### src/rtl/gram_arb_pkg.sv
// Shared types and constants for the GRAM port arbiter.
package gram_arb_pkg;

    typedef enum logic {
        IDLE = 1'b0,
        OWN  = 1'b1
    } arb_state_e;

    localparam int unsigned REQ_LOAD = 0;
    localparam int unsigned REQ_MOVE = 1;
    localparam int unsigned REQ_AUX  = 2;

    localparam int unsigned GRAM_ADDR_W = 9;
    localparam int unsigned GRAM_DATA_W = 4;

    // Width of a requester index, never zero.
    function automatic int unsigned idx_w(input int unsigned n);
        return (n > 1) ? $clog2(n) : 1;
    endfunction

endpackage

### src/rtl/rr_picker.sv
// Combinational round-robin selection: first request at or after ptr+1, wrapping.
module rr_picker #(
    parameter int unsigned N_REQ = 3,
    parameter int unsigned PTR_W = 2
) (
    input  logic [N_REQ-1:0] req,
    input  logic [PTR_W-1:0] ptr,
    output logic [N_REQ-1:0] winner,
    output logic             valid
);

    logic [PTR_W-1:0] idx;

    always_comb begin
        winner = '0;
        valid  = 1'b0;
        idx    = '0;
        for (int unsigned i = 1; i <= N_REQ; i++) begin
            idx = PTR_W'((32'(ptr) + i) % N_REQ);
            if (!valid && req[idx]) begin
                winner[idx] = 1'b1;
                valid       = 1'b1;
            end
        end
    end

endmodule

### src/rtl/gram_port_arbiter.sv
// Round-robin owner of the single GRAM port with bounded bursts and read-response routing.
module gram_port_arbiter
    import gram_arb_pkg::*;
#(
    parameter int unsigned N_REQ     = 3,
    parameter int unsigned ADDR_W    = GRAM_ADDR_W,
    parameter int unsigned DATA_W    = GRAM_DATA_W,
    parameter int unsigned RD_LAT    = 1,
    parameter int unsigned MAX_BURST = 16
) (
    input  logic                     clk,
    input  logic                     rst,
    input  logic [N_REQ-1:0]         req,
    input  logic [N_REQ-1:0]         lock,
    input  logic [N_REQ-1:0]         we,
    input  logic [N_REQ*ADDR_W-1:0]  addr,
    input  logic [N_REQ*DATA_W-1:0]  wdata,
    output logic [N_REQ-1:0]         gnt,
    output logic [N_REQ-1:0]         rvalid,
    output logic [DATA_W-1:0]        rdata,
    output logic                     ram_wea,
    output logic                     ram_rea,
    output logic [ADDR_W-1:0]        ram_addr,
    output logic [DATA_W-1:0]        ram_wdata,
    input  logic [DATA_W-1:0]        ram_rdata,
    output logic                     busy
);

    localparam int unsigned PTR_W  = idx_w(N_REQ);
    localparam int unsigned BEAT_W = $clog2(MAX_BURST + 1);
    localparam logic [BEAT_W-1:0] BEAT_SAT  = BEAT_W'(MAX_BURST);
    localparam logic [BEAT_W-1:0] LAST_BEAT = BEAT_W'(MAX_BURST - 1);

    arb_state_e        state;
    logic [PTR_W-1:0]  owner;
    logic [PTR_W-1:0]  ptr;
    logic [BEAT_W-1:0] beat;
    logic [PTR_W-1:0]  rd_id;

    logic [N_REQ-1:0]  pick_oh;
    logic              pick_valid;
    logic [PTR_W-1:0]  pick_idx;
    logic              force_rel;

    logic [RD_LAT-1:0] tag_v;
    logic [PTR_W-1:0]  tag_id [RD_LAT];

    rr_picker #(
        .N_REQ (N_REQ),
        .PTR_W (PTR_W)
    ) u_picker (
        .req    (req),
        .ptr    (ptr),
        .winner (pick_oh),
        .valid  (pick_valid)
    );

    always_comb begin
        pick_idx = '0;
        for (int unsigned i = 0; i < N_REQ; i++) begin
            if (pick_oh[i]) pick_idx = PTR_W'(i);
        end
    end

    // Beat counter saturates, so >= also catches a competitor arriving late in a lone run.
    assign force_rel = ~lock[owner] & (|(req & ~gnt)) & (beat >= LAST_BEAT);

    always_ff @(posedge clk or negedge rst) begin
        if (!rst) begin
            state     <= IDLE;
            gnt       <= '0;
            owner     <= '0;
            ptr       <= PTR_W'(N_REQ - 1);
            beat      <= '0;
            rd_id     <= '0;
            ram_wea   <= 1'b0;
            ram_rea   <= 1'b0;
            ram_addr  <= '0;
            ram_wdata <= '0;
        end else begin
            ram_wea <= 1'b0;
            ram_rea <= 1'b0;
            unique case (state)
                IDLE: begin
                    if (pick_valid) begin
                        gnt   <= pick_oh;
                        owner <= pick_idx;
                        beat  <= '0;
                        state <= OWN;
                    end
                end
                OWN: begin
                    if (req[owner]) begin
                        ram_wea   <= we[owner];
                        ram_rea   <= ~we[owner];
                        ram_addr  <= addr[owner*ADDR_W +: ADDR_W];
                        ram_wdata <= wdata[owner*DATA_W +: DATA_W];
                        rd_id     <= owner;
                        if (beat != BEAT_SAT) beat <= beat + 1'b1;
                        if (force_rel) begin
                            gnt   <= '0;
                            ptr   <= owner;
                            state <= IDLE;
                        end
                    end else begin
                        gnt   <= '0;
                        ptr   <= owner;
                        state <= IDLE;
                    end
                end
                default: state <= IDLE;
            endcase
        end
    end

    // Stage 0 sits one cycle behind ram_rea; the last stage lines up with ram_rdata.
    always_ff @(posedge clk or negedge rst) begin
        if (!rst) begin
            tag_v <= '0;
            for (int unsigned i = 0; i < RD_LAT; i++) tag_id[i] <= '0;
        end else begin
            tag_v[0]  <= ram_rea;
            tag_id[0] <= rd_id;
            for (int unsigned i = 1; i < RD_LAT; i++) begin
                tag_v[i]  <= tag_v[i-1];
                tag_id[i] <= tag_id[i-1];
            end
        end
    end

    always_comb begin
        rvalid = '0;
        if (tag_v[RD_LAT-1]) rvalid[tag_id[RD_LAT-1]] = 1'b1;
    end

    assign rdata = ram_rdata;
    assign busy  = (state == OWN) | ram_rea | (|tag_v);

endmodule

### config.mk
export PLATFORM = sky130hd
export DESIGN_NAME = gram_port_arbiter
export DESIGN_NICKNAME = d
export VERILOG_FILES = /design/src/rtl/gram_arb_pkg.sv /design/src/rtl/rr_picker.sv /design/src/rtl/gram_port_arbiter.sv
export SDC_FILE = /design/constraint.sdc
export NUM_CORES = 1
export LEC_CHECK = 0
export CELL_PAD_IN_SITES_DETAIL_PLACEMENT = 1
export CELL_PAD_IN_SITES_GLOBAL_PLACEMENT = 1
export CORE_ASPECT_RATIO = 2
export CORE_UTILIZATION = 32
export DETAILED_ROUTE_END_ITERATION = 12
export PLACE_DENSITY_LB_ADDON = 0.15
export SYNTH_ARGS = -nofsm -noshare
export SYNTH_HDL_FRONTEND = slang
export SYNTH_SLANG_ARGS = --single-unit
### constraint.sdc
create_clock -name clk -period 2.8 [get_ports clk]
set_input_delay 0.56 -clock clk [delete_from_list [all_inputs] [get_ports clk]]
set_output_delay 0.56 -clock clk [all_outputs]
set_load 0.01 [all_outputs]
Word level (Yosys, flattened, before mapping)
Index checks and enable logic that the tools add are counted.

storage, ports and cells
  logic and storage cells = 110
  bits of input ports = 54
  output and inout bits = 26
  flip-flop bits (word level) = 33

operators by class
  reductions and logical operators = 14
  shift-type cells = 2
  divide/modulo/power cells = 3
  multiply operators = 1
  magnitude comparators = 10
  equality and inequality tests = 6
  bitwise gates (word level) = 11
  add/sub/neg operators = 4
  muxes and demuxes = 47

operators by type and width
  operator                                                           number
  remainder unit 32 x 2 -> 32 bit, second input constant             3
  variable part select 27 x 7 -> 9 bit                               1
  two-way mux 1 bit                                                  21
  two-way mux 3 bit                                                  7
  less-than comparator 2 x 3 -> 1 bit, second input constant         5
  two-way mux 5 bit                                                  3
  binary-select mux 1 bit (select 2 bit)                             6
  variable part select 12 x 5 -> 4 bit                               1
  case mux 5 bit (2 select lines)                                    1
  demux 1 bit (select 2 bit)                                         4
  greater-or-equal comparator 2 x 1 -> 1 bit, second input constant  4
  AND reduction 2 bit                                                4
  adder 2 x 2 -> 3 bit, second input constant                        2
  logical AND 1 bit                                                  6
  multiplier 2 x 4 -> 6 bit, second input constant                   1
  two-way mux 2 bit                                                  3
  OR 3 bit                                                           2
  case mux 3 bit (2 select lines)                                    1
  adder 5 x 1 -> 5 bit, second input constant                        1
  greater-or-equal comparator 5 x 4 -> 1 bit, second input constant  1
  inequality test 5 bit, second input constant                       1
  inequality test 2 x 1 -> 1 bit, second input constant              2
  inequality test 2 bit, second input constant                       2
  adder 2 x 1 -> 3 bit, second input constant                        1
  10 further kinds                                                   15

Longest topological paths before layout
  depth in word-level cells = 13
  depth in mapped cells = 8
  mapped depth without buffers = 8

Hierarchy
From an unflattened synthesis, not the netlist that was laid out.

second synthesis, totals
  cell total of the unflattened synthesis = 218
  area total of the unflattened synthesis = 2,162.1 sq um

by module, submodules not included
  module             area each (sq um)  cells an instance  sequential area each (sq um)  times used
  gram_port_arbiter  1,894.3            179                827.0                         1
  rr_picker          267.8              39                 0.0                           1

Worst setup path before layout
No wires, ideal clock.

  path kind = reg-to-reg
  start point = reg ptr[1]
  end point = reg owner[1]
  clock period less this slack = 1.993 ns
  stages on the path, launching flop included = 7
  setup time = 0.121 ns
  data required time = 2.679 ns
  path buffers = 1
  arrival time = 1.872 ns
  setup slack = 0.807 ns
  path through = dfstp_2 -> ha_1 -> buf_4 -> o211a_1 -> nor4_4 -> nor2_2 -> o22a_1

between the ends
  word-level cells in the longest chain between the ends = 12
  elaborated cells on any way between the ends = 41
  classes of those cells = add/sub (3); div (3); order compare (6); mux (19); bitwise (2); reduce/logical (8)

ends and longest elaborated chain
  item                                                                                 line                              RTL
  start: declaration                                                                   gram_port_arbiter.sv:36           logic [PTR_W-1:0] ptr;
  start signal: assignment                                                             gram_port_arbiter.sv:73           ptr <= PTR_W'(N_REQ - 1);
  start signal: assignment                                                             gram_port_arbiter.sv:102          ptr <= owner;
  start signal: assignment                                                             gram_port_arbiter.sv:107          ptr <= owner;
  adder 2 x 1 -> 3 bit                                                                 rr_picker.sv:19                   idx = PTR_W'((32'(ptr) + i) % N_REQ);
  remainder unit 32 x 2 -> 32 bit                                                      rr_picker.sv:19
  less-than comparator 2 x 3 -> 1 bit (not written as such) (tied with other cells)    rr_picker.sv:21                   winner[idx] = 1'b1;
  logical AND 1 bit (not written as such) / two-way mux 1 bit (equally long branches)  rr_picker.sv:21, rr_picker.sv:20
  two-way mux 1 bit (on tied branches)                                                 rr_picker.sv:21, rr_picker.sv:20
  demux 1 bit (select 2 bit) / zero test 1 bit (equally long branches)                 n/a
  two-way mux 3 bit / logical AND 1 bit (equally long branches)                        rr_picker.sv:20                   if (!valid && req[idx]) begin
  OR 3 bit (no source line) / two-way mux 1 bit (equally long branches)                n/a
  two-way mux 3 bit / zero test 1 bit (equally long branches)                          rr_picker.sv:20
  OR 3 bit (no source line) / logical AND 1 bit (equally long branches)                n/a
  two-way mux 3 bit / two-way mux 1 bit (equally long branches)                        rr_picker.sv:20
  two-way mux 2 bit / AND reduction 2 bit (equally long branches)                      n/a
  end signal: assignment                                                               gram_port_arbiter.sv:87           owner <= pick_idx;
  end: declaration                                                                     gram_port_arbiter.sv:35           logic [PTR_W-1:0] owner;

Parallel ways exist; a longest one is shown, timed or not. The select of a mux whose other input is x is not followed.
A chain may end at the register's enable or synchronous reset.

Worst setup path in the final report
  start point = reg ptr[0]
  end point = reg owner[1]

The elaborated chain is that of the path after synthesis.

==> impl_results.md <==
* Outcome: finished, final reports clean
* Cell type with the highest aggregate area in the netlist: dfrtp_1
* Ys Warns at 0
* Number of hold-slack violations in the final timing report at 0
* Setup bufs post-CTS at 0
* HPWL after DPL at around 4.6 mm
* Area of the core at ~0.0063 sq mm
* Class of the tightest hold or removal check: flop to flop
* Vias in the first global route at around 2000
* Crit path capture type: flop
* Ant. Diodes at 0
* First drt pass iteration count at 4
* Dominant cell by count in the synthesized netlist: dfrtp_1
* Count of final setup violators at 0
* Synthesized area per cell at between 9 and 10 sq um
* Worst Skew at approximately 0.0022 ns
* Worst slack on hold paths at approximately 0.38 ns
* Net Switching at 1.223 mW
* Data arrival time of the critical path at ~2.3 ns
* Synthesized-area fraction occupied by ao, oa, aoi and oai cells at 19.38%
* TritonCTS sink count at 33
* Mux contribution to synthesized area at around 12%
* Area contributors post-synth: dfrtp_1 39%, mux2i_1 9.7%, ha_1 4.2%, a21oi_1 4.1%, nand2_1 4.0%
* Vias per inst at roughly 5
* Post-synthesis simple-gate area fraction at 17.02%
* Number of hold buffers added after CTS at 0
* Slew headroom at about two thirds
* Switch share at 40.23%
* Library cell used as clock root buffer: clkbuf_16
* Global-route wire length before repair at 9.715 mm
* Die W at 58.81 microns
* Number of levels in the clock H-tree at 2
* Global route overflow at 0
* Part of the Yosys area used for sequential elements at around 40%
* XOR/XNOR share of the synthesized area at less than 1%
* Fraction of the mapped netlist area in adder cells at under 10%
* Setup WS pre-CTS at roughly 0.35 ns
* Unique masters post-synth at 51
* Largest net degree at the start of global routing at 34
* Combinational share of power at between 50% and 60%
* Largest family of logic cells by synthesized area: compound AO/OA/AOI/OAI gates
* Post-cts repair resize count at 0
* Overall Power at 3.039 mW
* Share of layout cells above drive strength 1 at about a tenth
* Critical setup path kind: flop to flop
* GP Congestion at roughly 0.76
* Final cycle utilization of the critical path at ~76%
* Clock input transition at the sequential cells of the worst setup and hold paths at roughly 0.050 ns
* Clock latency on the worst-skew pair at between 0.2 and 0.3 ns
* Critical Path RT at between 2 and 3 ns
* Leading post-synthesis cells by instance count: 32 x dfrtp_1, 22 x nand2_1, 20 x mux2i_1
* Cell-internal power at 1.816 mW
* Number of antenna violations at the first check in global routing at 0
* PwrDens at between 1000 and 1500 mW/mm^2
* Fill cell count at around 740
* Die height at 115.6 microns
* Post-synthesis to final-layout area growth at 44.94%
* Unrepaired setup endpoints after global routing: false
* Ports at 80
* Tmin final at approximately 2.1 ns
* Clock buffer depth at 2
* Number of maximum-capacitance violations at 0
* Post-route ant nets at 0
* Fin nets at approximately 350
* Area of the die at between 0.006 and 0.007 sq mm
* Leakage power at between 1 and 1.5 nW
* Syn_nets at 282
* Number of enable-type register cells in the synthesized netlist at 0
* Top-area cell type share of the netlist area at between 30% and 40%
* Via Count at ~1900
* Number of buffers created by CTS at 5
* Instance count of the mapped netlist at roughly 220
* Sequential share of power at between 20% and 30%
* CTS tree: built
* Rows at between 40 and 50
* Global-route total usage across every layer at about a fifth
* Post-route setup TNS at 0 ns
* Max-slew violation total from the final report at 0
* Total wirelength of the detailed-routed design at about 6 mm
* Total standard cell area after synthesis at around 0.0021 sq mm
* Slew of the pin with the lowest slew margin at between 0.4 and 0.5 ns
* Slack of the critical path at between 0.6 and 0.7 ns
* Average detailed-routed wire length per instance at 15.39 microns
* Max frequency at between 400 and 500 MHz
* Crit path max fanout at 9
* #FFs+latches synth at 33
* Port-buffer cells at 71
* Residual DRC count at 0
* Share of total power in the clock network at ~17%
* IR Drop Worst-Case VDD at about 390 uV
* Initial Util at between 30% and 40%
* Post-synth top flop: dfrtp_1
* Share of synthesized registers carrying an async set or reset at 100.0%
* Startpoint Class: flop
* DRC marker count from the first detailed-route iteration at 36
-- registers in the layout, summed over array words and instances, names as in the netlist --
register and cells:
ram_addr 9, tag_v 1, tag_id 2, beat 5
gnt 3, owner 2, ram_rea 1, state 1
ram_wea 1, ptr 2, rd_id 2, ram_wdata 4
-- critical path, stage by stage, from the launching register on --
cell     delay (ns)
dfrtp_1        0.39
inv_1          0.08
ha_1           0.46
mux2i_1        0.27
nor2_2         0.11
nor4_4         0.23
buf_4          0.21
nor2_2         0.07
o22a_1         0.19
-- cell families (layout without fill, tap and decap cells) --
kind of cell | after synthesis | in the layout
xor gates and xnor gates | 1 | 1
adders and majority gates | 7 | 7
and+or+nand+nor | 69 | 69
DFF | 33 | 33
muxes | 24 | 24
buffers and inverters | 26 | 99
AOI/OAI and AO/OA | 61 | 61
-- per-layer routing --
metal,up-vias,GRT usage [%],routed length [microns]
li1,918,-,-
met1,892,19.20,2080
met2,55,36.97,3421
met3,9,3.125,206
met4,0,8.413,140
met5,-,0,0
-- area by class of cell --
class | instances | area, sq um | area share, %
inverter | 11 | 41.29 | 1.379
multi-input combinational | 162 | 1101 | 36.77
clock buffer | 6 | 128.9 | 4.304
sequential | 33 | 827.0 | 27.62
clock inverter | 2 | 10.01 | 0.3343
timing repair buffer | 80 | 778.2 | 25.99
tap | 86 | 107.6 | 3.594
-- cell usage in the layout, fill, tap and decap left out, drive strengths merged, types with 6 or more instances in the layout --
| cell | instances |
|---|---|
| clkdlybuf4s50 | 71 |
| dfrtp | 32 |
| nand2 | 22 |
| nor2 | 22 |
| mux2i | 20 |
| o21ai | 20 |
| a21oi | 17 |
| inv | 11 |
| buf | 9 |
| ha | 7 |
| clkbuf | 6 |
-- power groups by stage --
stage,Clock (mW),Sequential [mW],Combinational [mW]
5_1_grt,0.554,0.862,1.85
3_5_place_dp,0,0.842,1.70
6_report,0.522,0.834,1.68
3_3_place_gp,0,0.834,1.68
4_1_cts,0.539,0.839,1.71
2_1_floorplan,0,0.834,1.06
-- path summary, 6_finish.rpt --
path	start	endpoint	slack, ns	cells after the start
setup / recovery	ptr[0]	owner[1]	0.67	8
hold reg to reg	rd_id[0]	tag_id[0]	0.38	0
min in group asynchronous	rst	beat[2]	0.69	2
hold / removal	rd_id[0]	tag_id[0]	0.38	0
setup reg to reg	ptr[0]	owner[1]	0.67	8
max in group asynchronous	rst	ptr[1]	1.77	2
-- per-stage QoR --
step | utilization, % | std cells | cell area [sq um]
detailed placement | 45.62 | 372 | 2855
global route | 47.84 | 380 | 2994
global placement | 45.62 | 372 | 2855
floorplan | - | 221 | 2066
CTS | 47.84 | 380 | 2994
finish | 47.84 | 380 | 2994
Power figures use the tool's default switching activity.
